$ cat src/rtl/flash_arbiter_pkg.sv
// Shared types and constants for the flash arbiter: state encoding, default widths,
// requester IDs and the round-robin pick helper.
package flash_arbiter_pkg;

    localparam int unsigned ADDR_W_DEF = 24;
    localparam int unsigned DATA_W_DEF = 8;

    localparam logic [1:0] ST_IDLE  = 2'd0;
    localparam logic [1:0] ST_ISSUE = 2'd1;
    localparam logic [1:0] ST_WAIT  = 2'd2;
    localparam logic [1:0] ST_DONE  = 2'd3;

    typedef enum logic [1:0] {
        StIdle  = ST_IDLE,
        StIssue = ST_ISSUE,
        StWait  = ST_WAIT,
        StDone  = ST_DONE
    } arb_state_e;

    localparam logic REQ_MGR = 1'b0;
    localparam logic REQ_DSP = 1'b1;

    // On a tie the requester that did not win last time is served.
    function automatic logic rr_pick(input logic m_req, input logic d_req, input logic last_win);
        logic pick;
        if (m_req && d_req) begin
            pick = (last_win == REQ_MGR) ? REQ_DSP : REQ_MGR;
        end else if (m_req) begin
            pick = REQ_MGR;
        end else begin
            pick = REQ_DSP;
        end
        return pick;
    endfunction

endpackage

$ cat src/rtl/flash_arbiter_if.sv
// Bundle of requester (manager, display) and flash-controller signals seen by the arbiter.
// The arbiter uses the slave view; the surrounding system drives the master view.
interface flash_arbiter_if
    import flash_arbiter_pkg::*;
#(
    parameter int unsigned ADDR_W = ADDR_W_DEF,
    parameter int unsigned DATA_W = DATA_W_DEF
);
    logic              M_REQ;
    logic              M_WE;
    logic [ADDR_W-1:0] M_ADDR;
    logic [DATA_W-1:0] M_WDATA;
    logic              M_GNT;
    logic              M_DONE;
    logic [DATA_W-1:0] M_RDATA;
    logic              M_ERR;

    logic              D_REQ;
    logic [ADDR_W-1:0] D_ADDR;
    logic              D_GNT;
    logic              D_DONE;
    logic [DATA_W-1:0] D_RDATA;
    logic              D_ERR;

    logic              FL_START;
    logic              FL_WE;
    logic [ADDR_W-1:0] FL_ADDR;
    logic [DATA_W-1:0] FL_WDATA;
    logic [DATA_W-1:0] FL_RDATA;
    logic              FL_STATUS;

    modport slave (
        input  M_REQ, M_WE, M_ADDR, M_WDATA,
        output M_GNT, M_DONE, M_RDATA, M_ERR,
        input  D_REQ, D_ADDR,
        output D_GNT, D_DONE, D_RDATA, D_ERR,
        output FL_START, FL_WE, FL_ADDR, FL_WDATA,
        input  FL_RDATA, FL_STATUS
    );

    modport master (
        output M_REQ, M_WE, M_ADDR, M_WDATA,
        input  M_GNT, M_DONE, M_RDATA, M_ERR,
        output D_REQ, D_ADDR,
        input  D_GNT, D_DONE, D_RDATA, D_ERR,
        input  FL_START, FL_WE, FL_ADDR, FL_WDATA,
        output FL_RDATA, FL_STATUS
    );

endinterface

$ cat src/rtl/flash_arbiter_fl_watchdog.sv
// Flash operation watchdog: counts enabled cycles and flags the TO_CYC-th one.
// Count saturates at the terminal value so a stalled FSM never wraps it.
module fl_watchdog #(
    parameter int unsigned TO_CYC = 1000
) (
    input  logic clk,
    input  logic rst,
    input  logic clear,
    input  logic enable,
    output logic tc
);

    localparam logic [15:0] LastCnt = 16'(TO_CYC - 1);

    logic [15:0] cnt_q;

    always_ff @(posedge clk) begin
        if (rst || clear) begin
            cnt_q <= '0;
        end else if (enable && (cnt_q != LastCnt)) begin
            cnt_q <= cnt_q + 16'd1;
        end
    end

    assign tc = enable && (cnt_q == LastCnt);

endmodule

$ cat src/rtl/flash_arbiter.sv
// Round-robin arbiter sharing one flash controller between the manager (read/write)
// and the display refresher (read-only), with a per-operation watchdog.
module flash_arbiter
    import flash_arbiter_pkg::*;
#(
    parameter int unsigned ADDR_W = ADDR_W_DEF,
    parameter int unsigned DATA_W = DATA_W_DEF,
    parameter int unsigned TO_CYC = 1000
) (
    input logic            CLK_50MHZ,
    input logic            RST,
    flash_arbiter_if.slave bus
);

    arb_state_e state_q, state_d;
    logic last_win_q, last_win_d;
    logic owner_q, owner_d;
    logic pick;

    logic              fl_start_q, fl_start_d;
    logic              fl_we_q, fl_we_d;
    logic [ADDR_W-1:0] fl_addr_q, fl_addr_d;
    logic [DATA_W-1:0] fl_wdata_q, fl_wdata_d;

    logic              m_gnt_q, m_gnt_d;
    logic              m_done_q, m_done_d;
    logic              m_err_q, m_err_d;
    logic [DATA_W-1:0] m_rdata_q, m_rdata_d;

    logic              d_gnt_q, d_gnt_d;
    logic              d_done_q, d_done_d;
    logic              d_err_q, d_err_d;
    logic [DATA_W-1:0] d_rdata_q, d_rdata_d;

    logic wd_clear, wd_enable, wd_tc;

    assign wd_enable = (state_q == StWait);
    assign wd_clear  = (state_q != StWait);

    fl_watchdog #(
        .TO_CYC (TO_CYC)
    ) u_watchdog (
        .clk    (CLK_50MHZ),
        .rst    (RST),
        .clear  (wd_clear),
        .enable (wd_enable),
        .tc     (wd_tc)
    );

    // Every output is a register loaded from its next-state value.
    always_comb begin
        state_d    = state_q;
        last_win_d = last_win_q;
        owner_d    = owner_q;
        fl_start_d = 1'b0;
        fl_we_d    = fl_we_q;
        fl_addr_d  = fl_addr_q;
        fl_wdata_d = fl_wdata_q;
        m_gnt_d    = m_gnt_q;
        m_done_d   = 1'b0;
        m_err_d    = 1'b0;
        m_rdata_d  = m_rdata_q;
        d_gnt_d    = d_gnt_q;
        d_done_d   = 1'b0;
        d_err_d    = 1'b0;
        d_rdata_d  = d_rdata_q;
        pick       = rr_pick(bus.M_REQ, bus.D_REQ, last_win_q);

        unique case (state_q)
            StIdle: begin
                if (bus.M_REQ || bus.D_REQ) begin
                    state_d    = StIssue;
                    owner_d    = pick;
                    last_win_d = pick;
                    fl_start_d = 1'b1;
                    if (pick == REQ_MGR) begin
                        fl_we_d    = bus.M_WE;
                        fl_addr_d  = bus.M_ADDR;
                        fl_wdata_d = bus.M_WDATA;
                        m_gnt_d    = 1'b1;
                    end else begin
                        fl_we_d    = 1'b0;
                        fl_addr_d  = bus.D_ADDR;
                        fl_wdata_d = '0;
                        d_gnt_d    = 1'b1;
                    end
                end
            end
            StIssue: begin
                state_d = StWait;
            end
            StWait: begin
                // A completion landing on the timeout cycle takes priority over the error.
                if (bus.FL_STATUS || wd_tc) begin
                    state_d = StDone;
                    if (owner_q == REQ_MGR) begin
                        m_done_d = 1'b1;
                        m_err_d  = !bus.FL_STATUS;
                        if (bus.FL_STATUS && !fl_we_q) begin
                            m_rdata_d = bus.FL_RDATA;
                        end
                    end else begin
                        d_done_d = 1'b1;
                        d_err_d  = !bus.FL_STATUS;
                        if (bus.FL_STATUS) begin
                            d_rdata_d = bus.FL_RDATA;
                        end
                    end
                end
            end
            StDone: begin
                state_d = StIdle;
                m_gnt_d = 1'b0;
                d_gnt_d = 1'b0;
            end
            default: begin
                state_d = StIdle;
            end
        endcase
    end

    always_ff @(posedge CLK_50MHZ) begin
        if (RST) begin
            state_q    <= StIdle;
            last_win_q <= REQ_DSP;
            owner_q    <= REQ_MGR;
            fl_start_q <= 1'b0;
            fl_we_q    <= 1'b0;
            fl_addr_q  <= '0;
            fl_wdata_q <= '0;
            m_gnt_q    <= 1'b0;
            m_done_q   <= 1'b0;
            m_err_q    <= 1'b0;
            m_rdata_q  <= '0;
            d_gnt_q    <= 1'b0;
            d_done_q   <= 1'b0;
            d_err_q    <= 1'b0;
            d_rdata_q  <= '0;
        end else begin
            state_q    <= state_d;
            last_win_q <= last_win_d;
            owner_q    <= owner_d;
            fl_start_q <= fl_start_d;
            fl_we_q    <= fl_we_d;
            fl_addr_q  <= fl_addr_d;
            fl_wdata_q <= fl_wdata_d;
            m_gnt_q    <= m_gnt_d;
            m_done_q   <= m_done_d;
            m_err_q    <= m_err_d;
            m_rdata_q  <= m_rdata_d;
            d_gnt_q    <= d_gnt_d;
            d_done_q   <= d_done_d;
            d_err_q    <= d_err_d;
            d_rdata_q  <= d_rdata_d;
        end
    end

    assign bus.M_GNT    = m_gnt_q;
    assign bus.M_DONE   = m_done_q;
    assign bus.M_ERR    = m_err_q;
    assign bus.M_RDATA  = m_rdata_q;
    assign bus.D_GNT    = d_gnt_q;
    assign bus.D_DONE   = d_done_q;
    assign bus.D_ERR    = d_err_q;
    assign bus.D_RDATA  = d_rdata_q;
    assign bus.FL_START = fl_start_q;
    assign bus.FL_WE    = fl_we_q;
    assign bus.FL_ADDR  = fl_addr_q;
    assign bus.FL_WDATA = fl_wdata_q;

    gnt_exclusive_a : assert property (@(posedge CLK_50MHZ) disable iff (RST)
        !(m_gnt_q && d_gnt_q));

    gnt_idle_a : assert property (@(posedge CLK_50MHZ) disable iff (RST)
        (state_q == StIdle) |-> !(m_gnt_q || d_gnt_q));

endmodule

$ cat src/flat_wrapper.sv
// flat-port wrapper written by rule: the top's interface ports become plain ports
module flash_arbiter_flat import flash_arbiter_pkg::*;
#(
    parameter int unsigned ADDR_W = ADDR_W_DEF,
    parameter int unsigned DATA_W = DATA_W_DEF,
    parameter int unsigned TO_CYC = 1000
)
  (CLK_50MHZ, RST, bus_M_REQ, bus_M_WE, bus_M_ADDR, bus_M_WDATA, bus_M_GNT, bus_M_DONE, bus_M_RDATA, bus_M_ERR, bus_D_REQ, bus_D_ADDR, bus_D_GNT, bus_D_DONE, bus_D_RDATA, bus_D_ERR, bus_FL_START, bus_FL_WE, bus_FL_ADDR, bus_FL_WDATA, bus_FL_RDATA, bus_FL_STATUS);
  flash_arbiter_if #(.ADDR_W(ADDR_W), .DATA_W(DATA_W)) bus_i ();
  input logic CLK_50MHZ;
  input logic RST;
  input wire logic [$bits(bus_i.M_REQ)-1:0] bus_M_REQ;
  input wire logic [$bits(bus_i.M_WE)-1:0] bus_M_WE;
  input wire logic [$bits(bus_i.M_ADDR)-1:0] bus_M_ADDR;
  input wire logic [$bits(bus_i.M_WDATA)-1:0] bus_M_WDATA;
  output wire logic [$bits(bus_i.M_GNT)-1:0] bus_M_GNT;
  output wire logic [$bits(bus_i.M_DONE)-1:0] bus_M_DONE;
  output wire logic [$bits(bus_i.M_RDATA)-1:0] bus_M_RDATA;
  output wire logic [$bits(bus_i.M_ERR)-1:0] bus_M_ERR;
  input wire logic [$bits(bus_i.D_REQ)-1:0] bus_D_REQ;
  input wire logic [$bits(bus_i.D_ADDR)-1:0] bus_D_ADDR;
  output wire logic [$bits(bus_i.D_GNT)-1:0] bus_D_GNT;
  output wire logic [$bits(bus_i.D_DONE)-1:0] bus_D_DONE;
  output wire logic [$bits(bus_i.D_RDATA)-1:0] bus_D_RDATA;
  output wire logic [$bits(bus_i.D_ERR)-1:0] bus_D_ERR;
  output wire logic [$bits(bus_i.FL_START)-1:0] bus_FL_START;
  output wire logic [$bits(bus_i.FL_WE)-1:0] bus_FL_WE;
  output wire logic [$bits(bus_i.FL_ADDR)-1:0] bus_FL_ADDR;
  output wire logic [$bits(bus_i.FL_WDATA)-1:0] bus_FL_WDATA;
  input wire logic [$bits(bus_i.FL_RDATA)-1:0] bus_FL_RDATA;
  input wire logic [$bits(bus_i.FL_STATUS)-1:0] bus_FL_STATUS;
  assign bus_i.M_REQ = bus_M_REQ;
  assign bus_i.M_WE = bus_M_WE;
  assign bus_i.M_ADDR = bus_M_ADDR;
  assign bus_i.M_WDATA = bus_M_WDATA;
  assign bus_M_GNT = bus_i.M_GNT;
  assign bus_M_DONE = bus_i.M_DONE;
  assign bus_M_RDATA = bus_i.M_RDATA;
  assign bus_M_ERR = bus_i.M_ERR;
  assign bus_i.D_REQ = bus_D_REQ;
  assign bus_i.D_ADDR = bus_D_ADDR;
  assign bus_D_GNT = bus_i.D_GNT;
  assign bus_D_DONE = bus_i.D_DONE;
  assign bus_D_RDATA = bus_i.D_RDATA;
  assign bus_D_ERR = bus_i.D_ERR;
  assign bus_FL_START = bus_i.FL_START;
  assign bus_FL_WE = bus_i.FL_WE;
  assign bus_FL_ADDR = bus_i.FL_ADDR;
  assign bus_FL_WDATA = bus_i.FL_WDATA;
  assign bus_i.FL_RDATA = bus_FL_RDATA;
  assign bus_i.FL_STATUS = bus_FL_STATUS;
  flash_arbiter #(.ADDR_W(ADDR_W), .DATA_W(DATA_W), .TO_CYC(TO_CYC)) u_core (.CLK_50MHZ(CLK_50MHZ), .RST(RST), .bus(bus_i));
endmodule
$ cat config.mk
export PLATFORM = sky130hd
export DESIGN_NAME = flash_arbiter_flat
export DESIGN_NICKNAME = d
export VERILOG_FILES = /design/src/rtl/flash_arbiter_pkg.sv /design/src/rtl/flash_arbiter_if.sv /design/src/rtl/flash_arbiter_fl_watchdog.sv /design/src/rtl/flash_arbiter.sv /design/src/flat_wrapper.sv
export SDC_FILE = /design/constraint.sdc
export NUM_CORES = 1
export LEC_CHECK = 0
export CORE_MARGIN = 3
export CORE_UTILIZATION = 40
export CTS_BUF_LIST = sky130_fd_sc_hd__clkbuf_4 sky130_fd_sc_hd__clkbuf_8
export DETAILED_ROUTE_END_ITERATION = 7
export GPL_ROUTABILITY_DRIVEN = 0
export PLACE_DENSITY = 0.74
export SLEW_MARGIN = 15
export SYNTH_ARGS = -nofsm -noshare
export SYNTH_HDL_FRONTEND = slang
export SYNTH_SLANG_ARGS = --single-unit
$ cat constraint.sdc
create_clock -name CLK_50MHZ -period 2.44 [get_ports CLK_50MHZ]
set_input_delay 0.488 -clock CLK_50MHZ [delete_from_list [all_inputs] [get_ports CLK_50MHZ]]
set_output_delay 0.488 -clock CLK_50MHZ [all_outputs]
set_load 0.005 [all_outputs]
After elaboration in Yosys (flattened, before gate mapping)
Cells that the tools add are included.
{"block": "totals", "register_bits": 76, "input_bits": 70, "output_inout_bits": 56, "word_cells": 70}
{"block": "classes", "n_addsub": 1, "eq_ne": 10, "muxes": 18, "bitwise": 4, "reduce_logical": 21}
{"cell": "$mux W24", "n": 1}
{"cell": "$add A16 B1 Y16 const B", "n": 1}
{"cell": "$eq A16 B10 Y1 const B", "n": 1}
{"cell": "$ne A16 B10 Y1 const B", "n": 1}
{"cell": "$mux W1", "n": 11}
{"cell": "$mux W8", "n": 1}
{"cell": "$pmux W2 S4", "n": 1}
{"cell": "$reduce_and A4 Y1", "n": 2}
{"cell": "$reduce_or A4 Y1", "n": 2}
{"cell": "$ne A2 B1 Y1 const B", "n": 3}
{"cell": "$reduce_and A3 Y1", "n": 2}
{"cell": "$eq A2 B2 Y1 const B", "n": 2}
{"cell": "$logic_and A1 B1 Y1", "n": 4}
{"cell": "$mux W2", "n": 2}
{"cell": "$ne A2 B2 Y1 const B", "n": 2}
{"cell": "$not A1 Y1", "n": 4}
{"cell": "$pmux W1 S2", "n": 2}
{"cell": "$reduce_and A2 Y1", "n": 2}
{"cell": "$logic_or A1 B1 Y1", "n": 3}
{"cell": "$reduce_or A3 Y1", "n": 1}
{"cell": "$eq A2 B1 Y1 const B", "n": 1}
{"cell": "$logic_not A1 Y1", "n": 2}
{"cell": "$logic_not A2 Y1", "n": 1}
{"cell": "$reduce_bool A2 Y1", "n": 1}
{"cell": "$reduce_or A2 Y1", "n": 1}

Longest topological paths before layout
{"block": "logic_depth", "ltp_word": 5, "depth_mapped": 8, "mapped_depth_nobuf": 6}

Cells and area by module
From an unflattened synthesis, not the netlist that was laid out.
{"block": "unflattened", "hier_cells": 318, "area_unflattened_um2": 3153.0}
{"module": "flash_arbiter", "instances": 1, "cells_each": 224, "area_per_inst_um2": 2346.0, "seq_area_each_um2": 1201.2}
{"module": "fl_watchdog", "instances": 1, "cells_each": 94, "area_per_inst_um2": 807.0, "seq_area_each_um2": 320.3}

Worst setup path before layout
Ideal clock, no wire load.
{"block": "synth_timing", "path_type": "register to register", "start": "register u_core.u_watchdog.cnt_q[0]", "end": "register u_core.u_watchdog.cnt_q[7]", "setup_ns": 0.116, "arrival_time_ns": 1.862, "required_ns": 2.324, "setup_slack_ns": 0.462, "stages_incl_launch_ff": 6, "path_buffers": 1, "synth_period_minus_slack_ns": 1.978, "path_cell_list": "dfxtp_1 > ha_1 > or4bb_1 > or4_4 > buf_6 > a41o_1"}
{"block": "synth_between", "elab_chain_len": 2, "elab_cells_between_ends": 3, "cone_classes": "add/sub (1); eq/ne (1); reduce/logical (1)"}
{"element": "start: declaration", "line": "flash_arbiter_fl_watchdog.sv:15", "text": "logic [15:0] cnt_q;"}
{"element": "start signal: assignment", "line": "flash_arbiter_fl_watchdog.sv:21", "text": "cnt_q <= cnt_q + 16'd1;"}
{"element": "parallel branches: the longest is 2 deep, another holds $add A16 B1 Y16"}
Parallel ways; which one is timed is not known.
A chain may end at the register's enable or synchronous reset.

Worst setup path in the final report
{"block": "layout_timing", "start": "register u_core.u_watchdog.cnt_q[0]", "end": "register u_core.state_q[1]"}
{"block": "layout_between", "elab_chain_len": 5}
{"element": "$eq A16 B10 Y1", "line": "flash_arbiter_fl_watchdog.sv:25", "text": "assign tc = enable && (cnt_q == LastCnt);"}
{"element": "$logic_and A1 B1 Y1", "line": "flash_arbiter_fl_watchdog.sv:25"}
{"element": "$logic_or A1 B1 Y1", "line": "flash_arbiter.sv:94", "text": "if (bus.FL_STATUS || wd_tc) begin"}
{"element": "$ne A2 B1 Y1 (no source line)"}
{"element": "$reduce_and A2 Y1 (no source line)"}
{"element": "end signal: assignment", "line": "flash_arbiter.sv:124", "text": "state_q <= StIdle;"}
{"element": "end signal: assignment", "line": "flash_arbiter.sv:140", "text": "state_q <= state_d;"}
{"element": "end: declaration", "line": "flash_arbiter.sv:15", "text": "arb_state_e state_q, state_d;"}
Every way passes these cells.

==> Implementation_results.wiki <==
{| class="wikitable"
! Metric !! Value
|-
| Floorplan die width || 95.8 um
|-
| Wire length of the first global-routing pass || 13000 um
|-
| Worst hold start || u_core.bus.FL_ADDR[23]
|-
| Mapped cell area || 3220 um2
|-
| Final critical-path share of the clock period || 86.7%
|-
| Maximum fanout count along the critical path || 10
|-
| Area of the multi-input gates || approximately 1600 um2
|-
| Fraction of final layout cells with drive strength greater than 1 || approximately 7.5%
|-
| Worst Path Arrival || between 2 and 2.5 ns
|-
| Outcome || finished, final reports clean
|-
| Total inserted antenna cells || 0
|-
| Number of cells traversed by the worst register-to-register path || 5
|-
| FILL cells || between 600 and 700
|-
| Largest incremental delay on the critical path || roughly 0.56 ns
|-
| Count of final max-slew check failures || 0
|-
| Internal power component || around 0.0028 W
|-
| Overall routing resource usage || 18.0%
|-
| Number of I/O port buffers || approximately 130
|-
| Yosys Warn Count || 0
|-
| Sequential element share of the synthesized area || between 40% and 50%
|-
| Transition time at the pin with the least slew margin || 0.610 ns
|-
| Number of flip-flops and latches in the synthesized netlist || 76
|-
| Setup bufs post-CTS || 0
|-
| Post-CTS resize count || 0
|-
| Category of cells accounting for the largest share of critical-path delay || simple AND/OR/NAND/NOR gates
|-
| Number of clock sinks || 76
|-
| Avg Synthesized Cell Area || roughly 9.6 um2
|-
| Number of antenna violations at the first check in global routing || 0
|-
| Die footprint || between 9000 and 10000 um2
|-
| Library cell contributing the largest single delay on the critical path || or4bb_1
|-
| Seq. cell area || around 1500 um2
|-
| Power density over the cells || 837 nW/um2
|-
| Number of H-tree branching levels || 3
|-
| Maximum clock frequency || 472 MHz
|-
| Wire length after detailed routing || between 8000 and 9000 um
|-
| Number of remaining DRC errors || 0
|-
| DR pass1 iterations || 4
|-
| FP Rows || 32
|-
| R2R Path Start || u_core.u_watchdog.cnt_q[0]
|-
| Type of the most critical hold path || flop to flop
|-
| Final standard cell count with taps included and fillers excluded || 566
|-
| Syn nets || just over 400
|-
| Proportion of power drawn by combinational gates || 34.8%
|-
| Share of the synthesized area in the top cell type || 47.2%
|-
| Die height || about 96 um
|-
| Clock network fraction of design power || about 24%
|-
| Floorplan Core Area || between 7000 and 8000 um2
|-
| Sequential cell fraction of total power || about two fifths
|-
| GRT overflow || 0
|-
| Net switching component of the power || roughly 0.0012 W
|-
| Most instantiated cells after synthesis || 76 x dfxtp_1, 62 x nor2_1, 40 x mux2i_1
|-
| Clock Tree Buf Depth || 2
|-
| Switching portion of total power || a little under a third
|-
| Share of the core filled with cells in the final layout || 61.6%
|-
| Share of flip-flops with an asynchronous set or reset after synthesis || 0%
|-
| Total CTS buffers || 9
|-
| Max_slew headroom || 59.2%
|-
| Critical path class || flop to flop
|-
| Via density per instance || just over 5
|-
| Count of nets left with antenna violations after detail routing || 0
|-
| Worst VDD drop || about 0.42 mV
|-
| Critical path endpoint category || flop
|-
| Drt first-iter violations || around 100
|-
| Routed wire per std cell || roughly 14 um
|-
| Post-route setup TNS || 0 ns
|-
| Clock-pin slew on the worst setup and hold paths || 0.08 ns
|-
| Post-synthesis cell type with the largest combined area || dfxtp_1
|-
| Synth top area cells || dfxtp_1 47%, mux2i_1 12%, nor2_1 7.2%, a211oi_1 5.4%, a22oi_1 2.1%
|-
| Number of buffers added to fix hold violations after cts || 0
|-
| Cell count after placement || 550
|-
| Clock root buffer || clkbuf_8
|-
| Vias || slightly below 3000
|-
| Static leakage || between 1.5 and 2 nW
|-
| WP data required || around 2.7 ns
|-
| Crit path buf inv count || 0
|-
| Number of top-level pins || 126
|-
| Worst hold endpoint || u_core.bus.FL_ADDR[23]
|-
| Setup slack of the worst register-to-register path || 0.32 ns
|-
| Clock latency of the later-clocked register in the worst-skew pair || around 0.33 ns
|-
| Number of enable-type register cells in the synthesized netlist || 0
|-
| Growth of design area from synthesis to finish || 48.5%
|-
| Final setup violating endpoints || 0
|-
| Ordered list of cells on the worst path || ha_1, or4bb_1, nor4_4, nor2_1, o41ai_2
|-
| Number of distinct library cells after synthesis || 50
|-
| Maximum number of pins on one net before global-route repair || 59
|-
| Number of hold violations in the final report || 0
|-
| Kind of start point of the critical path || flop
|-
| Initial core utilization || between 40% and 50%
|-
| Number of cells traversed by the worst hold path || 2
|-
| Final HPWL from detailed placement || 6120 um
|-
| Crit path time final || around 2.1 ns
|-
| Final-stage net count || 534
|-
| Top-count cell post-synth || dfxtp_1
|-
| Cell count after synthesis || approximately 340
|-
| TritonCTS clock tree || built
|-
| Worst Clk Skew || roughly 0.012 ns
|-
| Most used flip-flop cell after synthesis || dfxtp_1
|-
| FF-to-FF End || u_core.state_q[1]
|-
| Via count of the first global-routing pass || between 2000 and 3000
|-
| Max cap viols || 0
|-
| Setup repair after global routing missed its margin || false
|}
## per-layer routing
metal	GRT usage (%)	vias up	wire length [um]
li1	-	1466	-
met1	22.3	1345	3470
met2	28.8	90	3940
met3	7.90	5	727
met4	4.62	0	71
met5	0	-	0
## stage by stage
step | setup slack (ns) | area (um2) | hold WS [ns] | total power [W]
final | 0.323 | 4790 | 0.457 | 0.00401
after global routing | 0.0905 | 4790 | 0.481 | 0.00426
after CTS | 0.311 | 4790 | 0.460 | 0.00405
after detailed placement | 0.350 | 4580 | 0.447 | 0.00307
after global placement | 0.410 | 4580 | 0.439 | 0.00305
after floorplan | 0.462 | 3220 | 0.448 | 0.00233
## placed cells by master, fill, tap and decap left out, types with 5 or more instances in the layout
cell type / count
nand2b_1: 5
nand4_1: 6
nand3_1: 5
clkdlybuf4s50_1: 124
a21oi_1: 11
a211oi_1: 23
inv_1: 6
mux2i_1: 40
nor3_1: 5
dfxtp_1: 76
clkbuf_8: 10
buf_4: 7
ha_1: 5
o21ai_0: 5
a22oi_1: 9
nand2_1: 10
nor2_1: 62
## state kept, by name (all words and copies together) (netlist names)
name / cells
u_core.bus.D_ERR: 1
u_core.bus.M_DONE: 1
u_core.bus.M_GNT: 1
u_core.bus.FL_WE: 1
u_core.bus.D_RDATA: 8
u_core.bus.FL_ADDR: 24
u_core.bus.D_GNT: 1
u_core.last_win_q: 1
u_core.owner_q: 1
u_core.u_watchdog.cnt_q: 16
u_core.bus.FL_START: 1
u_core.bus.D_DONE: 1
u_core.bus.M_RDATA: 8
u_core.bus.M_ERR: 1
u_core.state_q: 2
u_core.bus.FL_WDATA: 8
## worst max-delay path by stage
stage                               start                    endpoint  slack (ns)  depth (start not counted)
2_1_floorplan  u_core.u_watchdog.cnt_q[0]  u_core.u_watchdog.cnt_q[7]        0.46                          5
3_3_place_gp   u_core.u_watchdog.cnt_q[0]           u_core.state_q[1]        0.41                          5
3_5_place_dp   u_core.u_watchdog.cnt_q[0]           u_core.state_q[1]        0.35                          5
4_1_cts        u_core.u_watchdog.cnt_q[0]           u_core.state_q[1]        0.31                          5
5_1_grt        u_core.u_watchdog.cnt_q[0]           u_core.state_q[1]        0.09                          5
6_report       u_core.u_watchdog.cnt_q[0]           u_core.state_q[1]        0.32                          5
## cells by family after synthesis
| kind of cell | Yosys count | synth area share [%] |
|---|---|---|
| AO/OA/AOI/OAI | 68 | 15.7 |
| AND/OR/NAND/NOR | 116 | 18.2 |
| buffers and inverters | 27 | 3.49 |
| XOR/XNOR | 4 | 1.09 |
| adder cells (fa/ha/maj) | 5 | 1.94 |
| multiplexers | 40 | 12.4 |
| flip-flops | 76 | 47.2 |
## power by group through the flow
stage	Sequential, W	Clock, W	Combinational, W
detailed placement	0.00166	0	0.00141
global placement	0.00166	0	0.00139
global route	0.00167	0.00104	0.00155
finish	0.00164	0.000972	0.00139
floorplan	0.00166	0	0.000665
CTS	0.00164	0.000990	0.00142
## layout make-up
cell class	instances	area share [%]
Multi-Input combinational cell	233	33.3
Sequential cell	76	31.8
Timing Repair Buffer	133	27.5
Clock buffer	11	3.03
Tap cell	102	2.67
Clock inverter	5	1.23
Inverter	6	0.470
## worst register-to-register path: stages (launching register included)
cell and delay (ns):
dfxtp_1 0.37, ha_1 0.23, or4bb_1 0.56, nor4_4 0.42, nor2_1 0.15, o41ai_2 0.29
Note: power is estimated with default switching activity, not from simulation.
